**config.mk**
```make
export PLATFORM = sky130hd
export DESIGN_NAME = id_ex_hazard_reg
export DESIGN_NICKNAME = d
export VERILOG_FILES = /design/src/rtl/id_ex_hazard_reg.sv
export SDC_FILE = /design/constraint.sdc
export NUM_CORES = 1
export LEC_CHECK = 0
export CORE_MARGIN = 2
export CORE_UTILIZATION = 24
export CTS_BUF_LIST = sky130_fd_sc_hd__clkbuf_4
export DETAILED_ROUTE_END_ITERATION = 7
export GPL_ROUTABILITY_DRIVEN = 1
export PLACE_DENSITY = 0.63
export SYNTH_ARGS = -nofsm -noshare
export SYNTH_HDL_FRONTEND = slang
export SYNTH_SLANG_ARGS = --single-unit
```
**constraint.sdc**
```tcl
create_clock -name clk -period 1.9 [get_ports clk]
set_input_delay 0.475 -clock clk [delete_from_list [all_inputs] [get_ports clk]]
set_output_delay 0.475 -clock clk [all_outputs]
set_load 0.01 [all_outputs]
```
**src/rtl/id_ex_hazard_reg.sv**
```systemverilog
// ID/EX pipeline register with load-use hazard detection, branch flush and
// MEM/WB destination tracking that feeds the forwarding unit.
module id_ex_hazard_reg #(
  parameter int DATA_W = 32,
  parameter int CTRL_W = 8,
  parameter int CNT_W  = 16
) (
  input  logic              clk,
  input  logic              rst,
  input  logic              ext_hold,
  input  logic              flush,
  input  logic              id_valid,
  input  logic [4:0]        id_rs,
  input  logic [4:0]        id_rt,
  input  logic [4:0]        id_rd,
  input  logic              id_uses_rt,
  input  logic              id_regwrite,
  input  logic              id_memread,
  input  logic [CTRL_W-1:0] id_ctrl,
  input  logic [DATA_W-1:0] id_a,
  input  logic [DATA_W-1:0] id_b,
  output logic              stall,
  output logic              ex_valid,
  output logic [4:0]        ex_rs,
  output logic [4:0]        ex_rt,
  output logic [4:0]        ex_rd,
  output logic              ex_regwrite,
  output logic              ex_memread,
  output logic [CTRL_W-1:0] ex_ctrl,
  output logic [DATA_W-1:0] ex_a,
  output logic [DATA_W-1:0] ex_b,
  output logic [4:0]        fwd_rd,
  output logic [4:0]        fwd_rd2,
  output logic [CNT_W-1:0]  stall_cnt
);

  logic       lu;
  logic [4:0] mem_rd;
  logic       mem_we;
  logic [4:0] wb_rd;
  logic       wb_we;

  // A load in EX whose result the ID instruction needs; r0 is never a hazard.
  always_comb begin
    lu = ex_valid && ex_memread && ex_regwrite && (ex_rd != 5'd0) && id_valid &&
         ((ex_rd == id_rs) || (id_uses_rt && (ex_rd == id_rt)));
  end

  assign stall = lu && !flush;

  always_ff @(posedge clk) begin
    if (rst) begin
      ex_valid    <= 1'b0;
      ex_rs       <= '0;
      ex_rt       <= '0;
      ex_rd       <= '0;
      ex_regwrite <= 1'b0;
      ex_memread  <= 1'b0;
      ex_ctrl     <= '0;
      ex_a        <= '0;
      ex_b        <= '0;
      mem_rd      <= '0;
      mem_we      <= 1'b0;
      wb_rd       <= '0;
      wb_we       <= 1'b0;
    end else if (!ext_hold) begin
      mem_rd <= ex_rd;
      mem_we <= ex_regwrite;
      wb_rd  <= mem_rd;
      wb_we  <= mem_we;
      // Flush and load-use both leave a bubble in EX while MEM/WB drain.
      if (flush || lu) begin
        ex_valid    <= 1'b0;
        ex_rs       <= '0;
        ex_rt       <= '0;
        ex_rd       <= '0;
        ex_regwrite <= 1'b0;
        ex_memread  <= 1'b0;
        ex_ctrl     <= '0;
        ex_a        <= '0;
        ex_b        <= '0;
      end else begin
        ex_valid    <= id_valid;
        ex_rs       <= id_valid ? id_rs : 5'd0;
        ex_rt       <= id_valid ? id_rt : 5'd0;
        ex_rd       <= id_valid ? id_rd : 5'd0;
        ex_regwrite <= id_regwrite && id_valid;
        ex_memread  <= id_memread && id_valid;
        ex_ctrl     <= id_valid ? id_ctrl : '0;
        ex_a        <= id_valid ? id_a : '0;
        ex_b        <= id_valid ? id_b : '0;
      end
    end
  end

  // Counts inserted load-use bubbles only; flushed hazards are not bubbles of ours.
  always_ff @(posedge clk) begin
    if (rst) begin
      stall_cnt <= '0;
    end else if (!ext_hold && lu && !flush && (stall_cnt != '1)) begin
      stall_cnt <= stall_cnt + CNT_W'(1);
    end
  end

  assign fwd_rd  = mem_we ? mem_rd : 5'd0;
  assign fwd_rd2 = wb_we ? wb_rd : 5'd0;

endmodule

```
==> results.sh <==
export IMPL_status="complete, but fails checks"
export IMPL_violations="negative setup slack"
export IMPL_p_int_mw=3.95
export IMPL_finalCoreUtilization_pct=44.3
export IMPL_fin_tns_setup_ns=-47.21
export IMPL_post_route_min_period_ns=2.41
export IMPL_ys_ff_latch=118
export IMPL_num_vias=4268
export IMPL_gp_congestion=0.819
export IMPL_routedWlPerCell_um=17.3
export IMPL_coreArea_mm2=0.0179
export IMPL_clock_sinks=118
export IMPL_path_max_fanout=6
export IMPL_r2r_cells=9
export IMPL_skew_ns=0.0186
export IMPL_synthCells=384
export IMPL_die_h_um=139
export IMPL_cp_end_kind="register"
export IMPL_pwr_share_seq_pct=48.8
export IMPL_io_pins=212
export IMPL_post_place_ws_ns=-0.975
export IMPL_p_per_area_mw_per_mm2=659
export IMPL_ff_latch_area_mm2=0.00238
export IMPL_fin_crit_sh_pct=127
export IMPL_area_growth_pct=81.2
export IMPL_cts_root_buf="clkbuf_4"
export IMPL_yosysSeqAreaShare_pct=54.0
export IMPL_r2r_slack_ns=-0.44
export IMPL_grt_util_met1_pct=19.5
export IMPL_clockBufferDepth=2
export IMPL_htreeDepth=4
export IMPL_fmax_ghz=0.415
export IMPL_hold_violations=0
export IMPL_worstPathArrival_ns=2.85
export IMPL_fp_row_count=49
export IMPL_grt_pass1_vias=4503
export IMPL_required_ns=2.34
export IMPL_stdcell_area_mm2=0.00793
export IMPL_drc=0
export IMPL_placedCellCount=844
export IMPL_hold_slack_ns=0.476
export IMPL_diodes=0
export IMPL_hpwl_um=9610
export IMPL_initial_utilization_pct=24.4
export IMPL_cts_tree="done"
export IMPL_combinationalPowerShare_pct=11.4
export IMPL_r2r_end="ex_b[3]"
export IMPL_grt_busiest_layer="met2"
export IMPL_overflow=0
export IMPL_grt_antenna_before_repair=0
export IMPL_setup_viol=107
export IMPL_fillerInstances=1700
export IMPL_crit_reg2reg_launch="ex_rd[3]"
export IMPL_p_leak_nw=3.69
export IMPL_grt_use_total_pct=15.7
export IMPL_nNetsFinal=762
export IMPL_cts_hold_buf=0
export IMPL_wirelength_um=15700
export IMPL_finalWorstSetupSlack_ns=-0.510
export IMPL_crit_type="in2reg"
export IMPL_maxCapViolations=0
export IMPL_crit_path_start_kind="primary input"
export IMPL_switching_share_pct=24.3
export IMPL_irDropWorstVdd_v=0.000315
export IMPL_drv_slew=0
export IMPL_synthesis_nets=480
export IMPL_multiInputGateArea_mm2=0.00196
export IMPL_numCtsBuffers=17
export IMPL_io_buffers=211
export IMPL_hold_path_class="reg2reg"
export IMPL_met2_usage_pct=26.0
export IMPL_clk_latency_ns=0.53
export IMPL_firstDrtPassIters=4
export IMPL_ys_warn_count=0
export IMPL_placed_area_mm2=0.00702
export IMPL_syn_area_mm2=0.00437
export IMPL_syn_avg_cell_area_um2=11.4
export IMPL_clockPowerShare_pct=39.8
export IMPL_power_switching_mw=1.27
export IMPL_endpoint="ex_b[3]"
export IMPL_worst_pin_slew_ns=0.347
export IMPL_drive_gt1_share_pct=24.9
export IMPL_p_total_mw=5.22
export IMPL_die_w_um=139
export IMPL_yosysUniqueCellTypes=40
export IMPL_slew_limit_headroom_pct=76.7
export IMPL_final_cells=908
export IMPL_critPathLaunch="id_rt[3]"
export IMPL_grt_max_degree=66
export IMPL_clkTransAtPathRegs_ns=0.12
export IMPL_grt_pass1_wl_um=24200
export IMPL_use_met3_pct=4.28
export IMPL_die_area_mm2=0.0193
export IMPL_rsz0062_at_grt="yes"
export IMPL_ant_nets=0
export IMPL_first_iter_violations=217
export IMPL_vias_per_cell=4.70
## layout make-up
class / instances / share of cell area [%]
Inverter: 2 / 0.0947
Clock buffer: 19 / 1.80
Sequential cell: 118 / 30.1
Tap cell: 229 / 3.62
Clock inverter: 13 / 2.27
Timing Repair Buffer: 294 / 37.4
Multi-Input combinational cell: 233 / 24.7
## synth_stat cells
| cell | instances | area (um2) |
|---|---|---|
| buf_4 | 3 | 22.5 |
| nand3_1 | 6 | 30.0 |
| and3_1 | 3 | 18.8 |
| nor3_1 | 3 | 15.0 |
| a22o_1 | 89 | 780 |
| buf_6 | 11 | 124 |
| ha_1 | 1 | 12.5 |
| a32oi_1 | 1 | 8.76 |
| o21ba_2 | 1 | 10.0 |
| dfxtp_1 | 118 | 2360 |
| xnor2_1 | 1 | 8.76 |
| mux2_2 | 1 | 11.3 |
| mux2i_1 | 12 | 120 |
| o2111a_1 | 1 | 11.3 |
| o41ai_1 | 1 | 8.76 |
| buf_8 | 1 | 15.0 |
| nand2_1 | 8 | 30.0 |
| o21bai_4 | 1 | 18.8 |
| nor2_1 | 19 | 71.3 |
| buf_2 | 2 | 10.0 |
| nor2b_1 | 5 | 31.3 |
| or4b_1 | 1 | 10.0 |
| inv_1 | 2 | 7.51 |
| nor4_2 | 4 | 50.1 |
| and4_1 | 1 | 8.76 |
| buf_1 | 4 | 15.0 |
| o311ai_0 | 1 | 8.76 |
| clkbuf_1 | 11 | 41.3 |
| a21oi_1 | 11 | 55.1 |
| or4_1 | 10 | 75.1 |
| xor2_1 | 9 | 78.8 |
| mux2_4 | 3 | 45.0 |
| a21o_1 | 1 | 7.51 |
| or3_1 | 3 | 18.8 |
| nor4_1 | 3 | 18.8 |
| o31ai_1 | 9 | 67.6 |
| o21ai_0 | 2 | 10.0 |
| nand2_4 | 1 | 11.3 |
| nand4_1 | 9 | 56.3 |
| and2_1 | 11 | 68.8 |
## power by group through the flow
stage                     clock [mW]  sequential [mW]  combinational (mW)
after detailed placement           0             2.61               0.529
after global placement             0             2.61               0.522
after global routing            2.26             2.56               0.631
after CTS                       2.15             2.55               0.591
final                           2.08             2.55               0.595
after floorplan                    0             2.63               0.152
## layout by cell type (no fill, tap or decap), types with 5 or more instances in the layout
| cell type | n |
|---|---|
| a21oi_1 | 5 |
| a21oi_2 | 6 |
| a22o_1 | 89 |
| and2_1 | 11 |
| buf_12 | 11 |
| buf_16 | 7 |
| buf_2 | 6 |
| buf_4 | 52 |
| buf_6 | 5 |
| clkbuf_4 | 19 |
| clkdlybuf4s50_1 | 94 |
| dfxtp_1 | 104 |
| dfxtp_2 | 12 |
| dlygate4sd2_1 | 109 |
| mux2i_1 | 12 |
| nand2_1 | 8 |
| nand3_1 | 6 |
| nand4_1 | 9 |
| nor2_1 | 18 |
| o31ai_1 | 9 |
| or4_4 | 7 |
| xor2_1 | 9 |
## layer usage
| metal | share of wire, % | routed length (um) |
|---|---|---|
| met1 | 44 | 6980 |
| met2 | 48 | 7630 |
| met3 | 5.5 | 859 |
| met4 | 1.7 | 264 |
| met5 | 0 | 0 |
## sequential cells by signal, indices dropped and copies added, names as in the netlist
| register | count |
|---|---|
| ex_rd | 5 |
| wb_rd | 5 |
| ex_rt | 5 |
| ex_a | 32 |
| ex_memread | 1 |
| mem_rd | 5 |
| ex_rs | 5 |
| ex_b | 32 |
| stall_cnt | 16 |
| mem_we | 1 |
| ex_valid | 1 |
| wb_we | 1 |
| ex_ctrl | 8 |
| ex_regwrite | 1 |
## how the worst min path moves through the flow
stage,start,to,slack (ns),cells past startpoint
6_report,ex_a[20],ex_a[20],0.48,1
5_1_grt,id_b[18],ex_b[18],0.48,2
4_1_cts,id_b[23],ex_b[23],0.47,2
3_5_place_dp,ex_ctrl[5],ex_ctrl[5],0.46,1
3_3_place_gp,ex_b[27],ex_b[27],0.45,1
2_1_floorplan,wb_rd[4],wb_rd[4],0.46,2
## logic make-up after synthesis
logic type / synth area share, %
adder cells (fa/ha/maj): 0.286
buffers and inverters: 5.38
flip-flops: 54.0
AND/OR/NAND/NOR: 11.8
multiplexers: 4.03
AO/OA/AOI/OAI: 22.5
XOR/XNOR: 2.00
## critical path, stage by stage
cell and delay (ns):
clkdlybuf4s50_1 0.45, xor2_1 0.16, nor4_2 0.31, a32oi_2 0.21, buf_4 0.20, buf_12 0.13, o2111a_4 0.37, buf_12 0.15
clkbuf_16 0.15, a22o_1 0.23
## what timing repair did
action / in CTS / in global routing
endpoints found under the setup margin: 222 / 113
pin swaps: 78 / 32
resized for setup: 181 / 28
setup buffers: 15 / 6
endpoints found under the hold margin: 0 / 0
cloned: 14 / 4
No activity file was read; power rests on OpenSTA's default activity.
==> RTL edit, RTL diff (config.mk and constraints unchanged) <==
`DATA_W`: 32 -> 16.
--- a/src/rtl/id_ex_hazard_reg.sv
+++ b/src/rtl/id_ex_hazard_reg.sv
@@ -2,5 +2,5 @@
 // MEM/WB destination tracking that feeds the forwarding unit.
 module id_ex_hazard_reg #(
-  parameter int DATA_W = 32,
+  parameter int DATA_W = 16,
   parameter int CTRL_W = 8,
   parameter int CNT_W  = 16
Ports: changed (resized ex_a, ex_b, id_a and id_b); port bits go from 212 to 148. The function was not compared with the original's and may differ.
==> RTL edit against the unedited design <==
The run still ends with negative setup slack left; area after synthesis decreased by 24%; utilization decreased by 3.2 points; clock power decreased by 30%; total power decreased by 30%; die area decreased by 23%; sequential cell count decreased by 32; design area decreased by 29%; final cell count decreased by 25%; sequential share of layout area increased by 1.0 points; worst setup slack improved by 0.065 ns; wire length decreased by 36%; maximum frequency increased by 2.8%; synthesized cell count decreased by 19%; non-clock buffer count decreased by 92; largest cell class unchanged.
==> RTL edit: results (changes against the unedited design) <==
stage,metric,value,unit,change
logic_synthesis,post-synthesis cell type count,42,,was 40
clocking,Clock Latency Late Sink,0.46,ns,was 0.53 ns
clocking,PostCTS Resize Cnt,61,,was 181
hold_path,hold-critical path depth,2,,was 1
run_status,outcome,"finished, violations left",,unchanged
logic_synthesis,syn_area_per_cell,10.8,sq um,was 11.4 sq um
timing,worst setup margin,-0.445,ns,was -0.510 ns
setup_path,RR Endpoint,ex_a[4],,was ex_b[3]
setup_path,CP max FO,2,,was 6
pwr,sw frac,22.0,%,was 24.3%
setup_path,CP arrival,1.87,ns,was 2.85 ns
timing,# setup viols final,75,,was 107
timing,skew final,0.0228,ns,was 0.0186 ns
timing,Rel. slew slack,72.8,%,was 76.7%
place,hpwl dp,7420,microns,was 9610 microns
cells_and_area,ClkCell Share,3.69,%,was 4.07%
setup_path,r2r worst-path depth,7,,was 9
place,number of cells after detailed placement,665,,was 844
cells_and_area,Non-clock buffers,202,,was 294
pwr,power share of the clock group,39.7,%,was 39.8%
clocking,H-tree Lvls,3,,was 4
run_status,failing checks,negative setup slack,,unchanged
logic_synthesis,Synth Area in XOR/XNOR,2.62,%,was 2.00%
cells_and_area,share of layout cells above drive strength 1,21.3,%,was 24.9%
routing,1st-iter DRT viols,136,,was 217
logic_synthesis,register area share after synthesis,51.5,%,was 54.0%
cells_and_area,clock buf count,10,,was 19
pwr,Max rail drop VDD,0.000358,V,was 0.000315 V
logic_synthesis,register bit total from synthesis,86,,was 118
place,GP Congestion,0.830,,was 0.819
cells_and_area,FF/Latch Area,1750,sq um,was 2380 sq um
global_routing,largest net degree at the start of global routing,48,,was 66
pwr,Flop+latch power,1.85,mW,was 2.55 mW
setup_path,r2r startpoint,ex_rd[1],,was ex_rd[3]
global_routing,Tot GR Track Use,13.7,%,was 15.7%
cells_and_area,# fillers,1347,,was 1700
global_routing,first-pass GRT wire length,15700,microns,was 24200 microns
[RTL edit: how the worst min path moves through the flow]
| stage | slack (ns) | endpoint | startpoint |
|---|---|---|---|
| CTS | 0.36 | ex_rt[2] | id_rt[2] |
| global route | 0.38 | ex_rt[2] | id_rt[2] |
| finish | 0.42 | ex_rt[2] | id_rt[2] |
| global placement | 0.46 | ex_ctrl[4] | ex_ctrl[4] |
| detailed placement | 0.45 | ex_rt[4] | ex_rt[4] |
| floorplan | 0.46 | wb_rd[4] | wb_rd[4] |
[RTL edit: through the flow]
stage	setup TNS [ns]	util [%]
2_1_floorplan	-0.184	-
3_3_place_gp	-60.61	39.0
3_5_place_dp	-61.39	39.0
4_1_cts	-20.68	40.4
5_1_grt	-25.58	41.1
6_report	-20.47	41.1
[RTL edit: layer usage]
metal	track usage [%]	vias up
met3	5.76	12
met2	21.7	104
met5	0	-
li1	-	1547
met4	4.96	0
met1	16.5	1475
